--- src/rtl/bms_cell_scan_sched.sv ---
// Periodic cell-voltage scan scheduler: steps the cell mux, runs one ADC
// conversion per cell and publishes per-scan OV/UV flags and min/max readings.
module bms_cell_scan_sched #(
  parameter int N_CELLS     = 8,
  parameter int ADC_W       = 12,
  parameter int SETTLE      = 4,
  parameter int SCAN_PERIOD = 1000,
  parameter int ADC_TMO     = 64
) (
  input  logic                       clk,
  input  logic                       rst,
  input  logic                       scan_en,
  input  logic [ADC_W-1:0]           ov_th,
  input  logic [ADC_W-1:0]           uv_th,
  output logic [$clog2(N_CELLS)-1:0] mux_sel,
  output logic                       adc_start,
  input  logic                       adc_done,
  input  logic [ADC_W-1:0]           adc_data,
  output logic                       ov_raw,
  output logic                       uv_raw,
  output logic [ADC_W-1:0]           min_v,
  output logic [ADC_W-1:0]           max_v,
  output logic                       scan_done,
  output logic                       adc_err,
  output logic                       overrun
);

  localparam int CW = $clog2(N_CELLS);
  localparam int TW = $clog2(SCAN_PERIOD);
  localparam int SW = $clog2(SETTLE + 1);
  localparam int WW = $clog2(ADC_TMO + 1);
  localparam logic [TW-1:0] T_LAST = TW'(SCAN_PERIOD - 1);
  localparam logic [SW-1:0] S_LAST = SW'(SETTLE - 1);
  localparam logic [WW-1:0] W_LAST = WW'(ADC_TMO - 1);
  localparam logic [CW-1:0] C_LAST = CW'(N_CELLS - 1);

  typedef enum logic [2:0] {ST_IDLE, ST_SETTLE, ST_CONV, ST_WAIT, ST_DONE} state_t;

  state_t           state;
  logic [TW-1:0]    timer;
  logic             tick;
  logic [CW-1:0]    idx;
  logic [SW-1:0]    scnt;
  logic [WW-1:0]    tcnt;
  logic [ADC_W-1:0] ov_lim, uv_lim;
  logic             ov_acc, uv_acc;
  logic [ADC_W-1:0] min_acc, max_acc;
  logic             tmo_hit, step;
  logic             ov_nx, uv_nx;
  logic [ADC_W-1:0] min_nx, max_nx;

  assign tick = scan_en && (timer == T_LAST);

  // Accumulator values after the current WAIT cycle; a strobe on the last
  // allowed cycle beats the timeout, and a timeout flags the cell both ways.
  always_comb begin
    tmo_hit = !adc_done && (tcnt == W_LAST);
    step    = adc_done || tmo_hit;
    ov_nx   = ov_acc | tmo_hit | (adc_done && (adc_data > ov_lim));
    uv_nx   = uv_acc | tmo_hit | (adc_done && (adc_data < uv_lim));
    min_nx  = (adc_done && (adc_data < min_acc)) ? adc_data : min_acc;
    max_nx  = (adc_done && (adc_data > max_acc)) ? adc_data : max_acc;
  end

  // Scan period timer, parked at zero while scanning is disabled.
  always_ff @(posedge clk) begin
    if (rst) begin
      timer <= '0;
    end else if (!scan_en || tick) begin
      timer <= '0;
    end else begin
      timer <= timer + TW'(1);
    end
  end

  // Scan sequencer with registered mux/ADC/result outputs.
  always_ff @(posedge clk) begin
    if (rst) begin
      state     <= ST_IDLE;
      idx       <= '0;
      scnt      <= '0;
      tcnt      <= '0;
      ov_lim    <= '0;
      uv_lim    <= '0;
      ov_acc    <= 1'b0;
      uv_acc    <= 1'b0;
      min_acc   <= '0;
      max_acc   <= '0;
      mux_sel   <= '0;
      adc_start <= 1'b0;
      ov_raw    <= 1'b0;
      uv_raw    <= 1'b0;
      min_v     <= '0;
      max_v     <= '0;
      scan_done <= 1'b0;
      adc_err   <= 1'b0;
      overrun   <= 1'b0;
    end else begin
      if (tick && (state != ST_IDLE)) begin
        overrun <= 1'b1;
      end
      case (state)
        ST_IDLE: begin
          if (tick) begin
            ov_lim  <= ov_th;
            uv_lim  <= uv_th;
            idx     <= '0;
            mux_sel <= '0;
            scnt    <= '0;
            ov_acc  <= 1'b0;
            uv_acc  <= 1'b0;
            min_acc <= '1;
            max_acc <= '0;
            state   <= ST_SETTLE;
          end
        end
        ST_SETTLE: begin
          if (scnt == S_LAST) begin
            scnt      <= '0;
            adc_start <= 1'b1;
            state     <= ST_CONV;
          end else begin
            scnt <= scnt + SW'(1);
          end
        end
        ST_CONV: begin
          adc_start <= 1'b0;
          tcnt      <= '0;
          state     <= ST_WAIT;
        end
        ST_WAIT: begin
          if (step) begin
            ov_acc  <= ov_nx;
            uv_acc  <= uv_nx;
            min_acc <= min_nx;
            max_acc <= max_nx;
            if (tmo_hit) begin
              adc_err <= 1'b1;
            end
            // Results publish together with the scan_done pulse.
            if (idx == C_LAST) begin
              ov_raw    <= ov_nx;
              uv_raw    <= uv_nx;
              min_v     <= min_nx;
              max_v     <= max_nx;
              scan_done <= 1'b1;
              state     <= ST_DONE;
            end else begin
              idx     <= idx + CW'(1);
              mux_sel <= idx + CW'(1);
              state   <= ST_SETTLE;
            end
          end else begin
            tcnt <= tcnt + WW'(1);
          end
        end
        ST_DONE: begin
          scan_done <= 1'b0;
          state     <= ST_IDLE;
        end
        default: begin
          state <= ST_IDLE;
        end
      endcase
    end
  end

endmodule
--- config.mk ---
export PLATFORM = sky130hd
export DESIGN_NAME = bms_cell_scan_sched
export DESIGN_NICKNAME = d
export VERILOG_FILES = /design/src/rtl/bms_cell_scan_sched.sv
export SDC_FILE = /design/constraint.sdc
export NUM_CORES = 1
export LEC_CHECK = 0
export ABC_AREA = 1
export CORE_MARGIN = 2
export CORE_UTILIZATION = 55
export CTS_CLUSTER_DIAMETER = 60
export DETAILED_ROUTE_END_ITERATION = 8
export PLACE_DENSITY = 0.82
export SLEW_MARGIN = 20
export SYNTH_ARGS = -nofsm -noshare
export SYNTH_HDL_FRONTEND = slang
export SYNTH_SLANG_ARGS = --single-unit
--- constraint.sdc ---
create_clock -name clk -period 2 [get_ports clk]
set_input_delay 0.4 -clock clk [delete_from_list [all_inputs] [get_ports clk]]
set_output_delay 0.4 -clock clk [all_outputs]
set_load 0.01 [all_outputs]
# After elaboration in Yosys (flattened, before gate mapping)
# Index checks and enable logic that the tools add are counted.
[totals]
romBits = 0
latch_bits = 0
inputBits = 40
elab_cells = 105
register_bits = 106
mem_count = 0
output_inout_bits = 33
ramBits = 0
[classes]
addsub = 4
multipliers = 0
n_div = 0
bitwise_logic = 4
mux = 31
n_lt_le_gt_ge = 4
shifts = 0
reduce_logical = 29
eq_ne = 14
[op_table]
columns = ["operator", "n"]
rows = [
  ["two-way mux 12 bit", 6],
  ["one-hot mux 12 bit (2 select lines)", 2],
  ["> comparator 12 bit", 2],
  ["< comparator 12 bit", 2],
  ["two-way mux 3 bit", 8],
  ["AND reduction 3 bit", 5],
  ["one-hot mux 7 bit (2 select lines)", 1],
  ["inequality test 2 bit (second input constant)", 6],
  ["one-hot mux 3 bit (2 select lines)", 2],
  ["one-hot mux 3 bit (4 select lines)", 1],
  ["adder 10 x 1 -> 10 bit (second input constant)", 1],
  ["== test 10 bit (second input constant)", 1],
  ["nonzero test 2 bit", 5],
  ["== test 3 x 2 -> 1 bit (second input constant)", 3],
  ["one-hot mux 1 bit (2 select lines)", 4],
  ["AND reduction 2 bit", 4],
  ["adder 7 x 1 -> 7 bit (second input constant)", 1],
  ["== test 7 x 6 -> 1 bit (second input constant)", 1],
  ["logical AND 1 bit", 7],
  ["two-way mux 7 bit", 1],
  ["adder 3 x 1 -> 3 bit (second input constant)", 2],
  ["== test 3 bit (second input constant)", 2],
  ["two-way mux 1 bit", 6],
  ["OR 1 bit", 4],
  ["7 further kinds", 9],
]

# Depth between registers and ports, before layout
[depth]
ltp_word = 6
mapped_depth = 16

# Least setup slack after synthesis
# OpenSTA, ideal clock, no wires.
[synth_path]
path_type = "in2reg"
start = "input adc_data[11]"
end = "register max_v[10]"
setup_slack_ns = 0.243
path_stages = 13
required_ns = 1.891
arrival_time_ns = 1.648
path_buffers = 1
path_cell_list = "ha_1 nand2_1 nor2_1 nand2_1 o21ai_0 inv_1 nand2_1 buf_2 nand2_1 nand2_1 nand2_1 nand2_1 inv_1"
[synth_via]
elab_chain_len = 3
[synth_lines]
columns = ["item", "line", "source"]
rows = [
  ["from (decl)", "18", "input logic [ADC_W-1:0] adc_data,"],
  ["> comparator 12 bit", "62", "max_nx = (adc_done && (adc_data > max_acc)) ? adc_data : max_acc;"],
  ["logical AND 1 bit", "62", ""],
  ["two-way mux 12 bit", "62", ""],
  ["to (signal assigned)", "145", "max_v <= max_nx;"],
  ["to (decl)", "22", "output logic [ADC_W-1:0] max_v,"],
]
# Every way passes these cells.
# A chain may end at the register's enable or synchronous reset.

# Worst setup path in the final report
[layout_path]
start = "register max_acc[11]"
end = "register max_v[3]"
[layout_via]
elab_chain_len = 3
[layout_lines]
columns = ["item", "line", "source"]
rows = [
  ["from (decl)", "47", "logic [ADC_W-1:0] min_acc, max_acc;"],
  ["from (signal assigned)", "136", "max_acc <= max_nx;"],
  ["> comparator 12 bit", "62", ""],
  ["logical AND 1 bit", "62", ""],
  ["two-way mux 12 bit", "62", ""],
]
# Every way passes these cells.

==> results.json <==
{
  "die-area_um2": 11300,
  "syn_area_um2": 5760,
  "antenna_found_initial": 0,
  "syn_nets": 932,
  "setup.worst_path.start_class": "register",
  "placed_cell_area_um2": 6830,
  "drive_above_1_share_pct": 7.60,
  "layout_min_cycle_time_ps": 1860,
  "finalHoldViolCount": 0,
  "start_util_pct": 56.3,
  "leakagePower_uw": 0.00329,
  "crit-reg2reg-launch": "max_acc[11]$_SDFFE_PP0P_",
  "setup_ws_ps": 140,
  "cts_sinks": 106,
  "wl_mm": 13.8,
  "num_io_pins": 73,
  "finalNetCount": 1020,
  "dp_slack_ps": -465,
  "worst_ep_required_time_ps": 2290,
  "drt_pass1_iterations": 5,
  "synth_flop_cell": "dfxtp_1",
  "clock_latency_ps": 380,
  "holdPathStages": 3,
  "die_y_um": 106,
  "area_growth_pct": 22.5,
  "hp-class": "input pin to register",
  "fin_tns_setup_ps": 0,
  "holdWs_ps": 456,
  "cp_max_fo": 12,
  "drtIter0Drc": 334,
  "postSynthAreaPerCell_um2": 6.85,
  "place_congestion": 0.892,
  "dieWidth_um": 106,
  "grt_pass1_wl_mm": 23.8,
  "clock_path_buffers": 2,
  "ys_seq_area_share_pct": 36.9,
  "ys_ff_latch": 106,
  "clkTransAtPathRegs_ps": 120,
  "wl_per_cell_um": 12.9,
  "r2r_end": "max_v[3]$_SDFFE_PP0P_",
  "tritoncts": "yes",
  "io_buffers": 72,
  "power.density_nw_per_um2": 546,
  "cts_buffers": 9,
  "slew_viol_final": 0,
  "worstPathArrival_ps": 2150,
  "grt_overflow": 0,
  "fin_skew_ps": 12.9,
  "clk_root_buffer_cell": "clkbuf_8",
  "ys_warn_count": 0,
  "fin_crit_sh_pct": 93.0,
  "postSynth.asyncResetShare_pct": 0,
  "multi_input_area_um2": 3000,
  "worstMarginPinSlew_ps": 365,
  "min-delay-start": "rst",
  "drcViolationCount": 0,
  "vias": 5504,
  "worstHoldEndpoint": "scnt[1]$_SDFFE_PP0P_",
  "post-place-cells": 1054,
  "first_global_vias": 5216,
  "ant_nets": 0,
  "core_um2": 10200,
  "ir_worst_vdd_v": 0.000332,
  "via_per_inst": 5.14,
  "reg2reg_setup_slack_ps": 140,
  "fin_area_um2": 7050,
  "status": "completed",
  "synth_cell_type_count": 35,
  "grt_use_total_pct": 26.0,
  "reg2reg_depth": 14,
  "synthCells": 841,
  "grt_start_max_net_pins": 51,
  "h-tree-depth": 3,
  "critical_path.endpoint_type": "register",
  "diodes": 0,
  "critPathKind": "register to register",
  "cts_setup_buffers": 0,
  "fin_cells": 1070,
  "slew_headroom_pct": 75.6,
  "max_freq_mhz": 538,
  "hold_buffers": 0,
  "fp-row-count": 37,
  "setup_viol": 0,
  "dp_hpwl_mm": 10.3,
  "synth_edf_count": 0,
  "cap_violations": 0,
  "n_fill_cell": 881,
  "register_area_um2": 2120
}
[routing by layer]
metal	GRT usage [%]	vias to the layer above	share of wire (%)
li1	-	2833	-
met4	9.59	0	2.4
met1	33.0	2473	44
met5	0	-	0
met2	44.3	169	48
met3	4.54	29	5.4
[synthesized netlist by cell type (2+ instances only)]
library cell,number,area [um^2]
inv_1,123,462
a21oi_1,83,415
clkbuf_1,12,45.0
nor2_1,90,338
nor3b_1,6,45.0
buf_2,10,50.1
dfxtp_1,106,2120
nand2_2,3,18.8
buf_1,3,11.3
buf_6,3,33.8
nand3_1,51,255
nand2_1,218,818
inv_2,7,26.3
a31oi_1,2,12.5
o21ai_0,38,190
o21a_1,3,22.5
o21bai_1,4,30.0
ha_1,51,638
buf_4,2,15.0
nand4_1,6,37.5
nor3_1,5,25.0
nand3_2,2,20.0
[logic make-up after synthesis]
kind of cell,Yosys count,synth area share (%)
AND/OR/NAND/NOR,387,28.2
flip-flops,106,36.9
buffers and inverters,161,11.2
AO/OA/AOI/OAI,134,12.3
adder cells (fa/ha/maj),51,11.1
XOR/XNOR,2,0.304
[flip-flops by register name, summed over array words and instances (netlist names)]
register,cells
uv_lim,12
scnt,3
state,3
min_v,12
uv_acc,1
uv_raw,1
ov_lim,12
tcnt,7
ov_acc,1
idx,3
adc_start,1
overrun,1
adc_err,1
ov_raw,1
max_v,12
min_acc,12
timer,10
max_acc,12
scan_done,1
[timing repair]
item / CTS / global route
pin swaps: 0 / 0
endpoints found under the setup margin: 24 / 51
cloned: 0 / 0
gates resized for setup: 2 / 14
[area by class of cell]
| class | instances | area share (%) |
|---|---|---|
| Inverter | 131 | 6.97 |
| Tap cell | 136 | 2.41 |
| Clock buffer | 9 | 1.76 |
| Clock inverter | 7 | 0.958 |
| Timing Repair Buffer | 107 | 15.3 |
| Multi-Input combinational cell | 574 | 42.5 |
| Sequential cell | 106 | 30.1 |
[worst max-delay path by stage]
stage                              from                      to  slack (ps)
6_report       max_acc[11]$_SDFFE_PP0P_   max_v[3]$_SDFFE_PP0P_         140
5_1_grt        max_acc[10]$_SDFFE_PP0P_   max_v[3]$_SDFFE_PP0P_         -30
4_1_cts                     adc_data[7]     ov_raw$_SDFFE_PP0P_           4
3_5_place_dp               adc_data[11]  min_v[11]$_SDFFE_PP0P_        -460
3_3_place_gp               adc_data[11]   max_v[3]$_SDFFE_PP0P_        -410
2_1_floorplan              adc_data[11]  max_v[10]$_SDFFE_PP0P_         240
[report_power, final]
part / switching (uW) / internal, uW
Clock: 827 / 491
Sequential: 1.35 / 2110
Combinational: 231 / 191
Total: 1060 / 2790
[cells in the final DEF (no fill, tap or decap), drive strengths merged]
cell and n:
nand3 53, o2111a 1, ha 51, o21a 3, xnor2 1, clkdlybuf4s50 61
a31oi 2, a21o 1, o21bai 4, nor2 93, o211a 1, nand4 6
nor4 1, a21oi 84, nand2 221, clkbuf 9, clkinvlp 1, dlygate4sd2 1
buf 36, inv 135, clkinv 2, nor3b 6, dfxtp 106, and3 1
dlymetal6s2s 9, o21ai 38, nor3 6, xor2 1
[critical path, cell delays in order, from the launching register on]
cell and delay (ps):
dfxtp_1 350, inv_1 70, ha_1 290, nand2_1 70
nor2_1 150, nand2_1 90, inv_1 70, nand2_1 70
nand3_2 90, buf_12 130, nand3_1 100, nand2_1 130
nand2_1 60, nand2_1 60, inv_1 30
[metrics by stage]
step / total power, uW / utilization (%)
finish: 3850 / 68.9
CTS: 3880 / 68.6
global placement: 2570 / 66.7
detailed placement: 2580 / 66.7
global route: 4010 / 68.9
floorplan: 2370 / -
(Power assumes the default switching activity.)
==> RTL edit, RTL diff (same flow settings) <==
Encoding of `state_t`: now one-hot (5 bits for 5 states).
--- a/src/rtl/bms_cell_scan_sched.sv
+++ b/src/rtl/bms_cell_scan_sched.sv
@@ -34,7 +34,7 @@
   localparam logic [WW-1:0] W_LAST = WW'(ADC_TMO - 1);
   localparam logic [CW-1:0] C_LAST = CW'(N_CELLS - 1);
 
-  typedef enum logic [2:0] {ST_IDLE, ST_SETTLE, ST_CONV, ST_WAIT, ST_DONE} state_t;
+  typedef enum logic [4:0] {ST_IDLE = 5'b00001, ST_SETTLE = 5'b00010, ST_CONV = 5'b00100, ST_WAIT = 5'b01000, ST_DONE = 5'b10000} state_t;
 
   state_t           state;
   logic [TW-1:0]    timer;
Formal check against the unedited RTL: no difference found for any inputs over 10 cycles, from zero or initial values and one cycle with rst high; not proved beyond that.
==> RTL edit against the unedited design <==
Routed wire length is 4.9% higher. First-iteration DRC count is 4.2% lower. Sequential share of layout area decreased by 0.85 points. Largest power group unchanged. Synthesized cell count rose by 0.36%. Global-route usage down 0.22 points. Total power up 14%. Worst setup slack got worse by 0.027 ns. Fmax down 1.4%. Sequential cell count grew 2. Synthesized area up 3.7%. Combinational power up 92%. Design area increased by 4.9%.
==> RTL edit: results (changes against the unedited design) <==
The global-route wire length before repair came out at 23900 microns (about the same). The clock-pin transition on the worst setup and hold timing paths was 0.09 ns (-0.03 ns). The maximum number of pins on one net before global-route repair was 34 (-33%). The post-synthesis xor/xnor area fraction came out at 0.00440 (+0.00136). The synthesized instance count came out at 844 (+0.36%). The slew at the pin closest to its max-slew limit is 0.377 ns (+0.0121 ns). The via count of the first global-routing pass is 5197 (-0.36%).

The filler-free cell count of the finished design is 1091 (+2.0%). The critical path's largest stage delay is 0.48 ns (+0.13 ns). The placer congestion estimate came out at 0.870 (-2.5%). The total wire length is 14500 microns (+4.9%).

The placement-stage cell area is 7130 sq um (+4.5%). The adder and majority gate portion of the synthesized area came out at 0.107 (-0.00390). The half-perimeter wire length of the detailed placement result came out at 10900 microns (+5.6%).

The post-synth net total came out at 935 (+0.32%). By startpoint and endpoint, the worst setup path is classified as primary input to flip-flop. Sorting the synthesized cells by area gives the leading types as sky130_fd_sc_hd__dfxtp_1, sky130_fd_sc_hd__nand2_1, sky130_fd_sc_hd__ha_1. The run finished with clean final reports. The critical path launch point is adc_data[2].

The reg-to-reg setup timing slack is 0.16 ns (+0.02 ns). The number of cells traversed by the worst register-to-register path is 14 (unchanged). The area fraction in compound gates after synthesis is 0.125 (+0.00196). The maximum fanout encountered on the critical timing path was 12 (unchanged). The number of unique standard cell types used by synthesis is 38 (+8.6%). The number of nets in the layout is 1038 (+1.8%). The share of flip-flops with an asynchronous set or reset after synthesis was 0 (unchanged). The clock tree skew after final layout came out at 0.0117 ns (-0.00114 ns). After synthesis, the most frequently instantiated cells are sky130_fd_sc_hd__nand2_1, sky130_fd_sc_hd__inv_1, sky130_fd_sc_hd__dfxtp_1, sky130_fd_sc_hd__nor2_1, sky130_fd_sc_hd__a21oi_1. The arrival time at the worst endpoint came out at 2.17 ns (+0.02 ns). The share of post-route cells with drive strength above 1 is 0.118 (+0.0418). The global-route usage over all layers is 0.258 (-0.00225).

The share of synthesized area occupied by flip-flops and latches is 0.362 (-0.00628). The worst IR drop on VDD is 511 uV (+54%). On the critical path, the stage with the largest delay is an instance of sky130_fd_sc_hd__clkdlybuf4s50_1.

The switching power summed over all nets is 1230 uW (+16%). The via count is 5604 (+1.8%). The number of DRC markers in iteration 0 came out at 320 (-4.2%). The number of instances resized during post-cts repair is 5 (+3). The count of flip-flops with a built-in enable after synthesis is 0 (unchanged). The leakage power is 0.00343 uW (+4.2%). The number of H-tree levels came out at 3 (unchanged). The worst register-to-register path ends at max_v[5]. The post-synthesis mux area share came to 0 (unchanged).
==> RTL edit: kinds of logic (layout without fill, tap and decap cells) <==
kind of cell               after synthesis  in the layout
DFF                                    108            108
xor gates and xnor gates                 3              3
AOI/OAI and AO/OA                      139            139
buffers and inverters                  166            273
and+or+nand+nor                        377            377
adders and majority gates               51             51
==> RTL edit: worst min path at each step <==
stage	cells after the start	from	slack, ns	end
after floorplan	1	state[4]	0.42	scan_done
after global placement	2	scnt[2]	0.43	scnt[2]
after detailed placement	2	scnt[2]	0.43	scnt[2]
after CTS	3	rst	0.42	state[0]
after global routing	3	rst	0.43	state[0]
final	3	rst	0.43	state[0]
==> RTL edit: final cells by class <==
cell class,instances,area [sq um]
Fill cell,914,3300
Sequential cell,108,2160
Clock inverter,4,48.8
Multi-Input combinational cell,570,3160
Inverter,136,518
Clock buffer,11,141
Timing Repair Buffer,122,1190
Tap cell,140,175
==> RTL edit: power groups by stage <==
stage                     Combinational, uW  Clock (uW)  Sequential [uW]
final                                   811        1340             2220
after global routing                    906        1480             2220
after CTS                               775        1380             2220
after detailed placement                772           0             2270
after global placement                  754           0             2270
after floorplan                         469           0             2260
==> RTL edit: worst min-delay path: stages <==
cell                      delay (ns)
sky130_fd_sc_hd__buf_2          0.09
sky130_fd_sc_hd__inv_1          0.16
sky130_fd_sc_hd__nand3_1        0.13
==> RTL edit: stage by stage <==
stage	utilization	worst slack, ns
detailed placement	0.667	-0.477
global placement	0.667	-0.449
finish	0.692	0.113
floorplan	-	0.246
global route	0.692	-0.00584
CTS	0.685	0.0234
==> RTL edit: layer usage <==
layer	up-vias	wire length [microns]	track usage
met5	-	0	0
met3	31	885	0.0530
met2	159	6610	0.431
li1	2876	-	-
met1	2538	6560	0.330
met4	0	397	0.0962
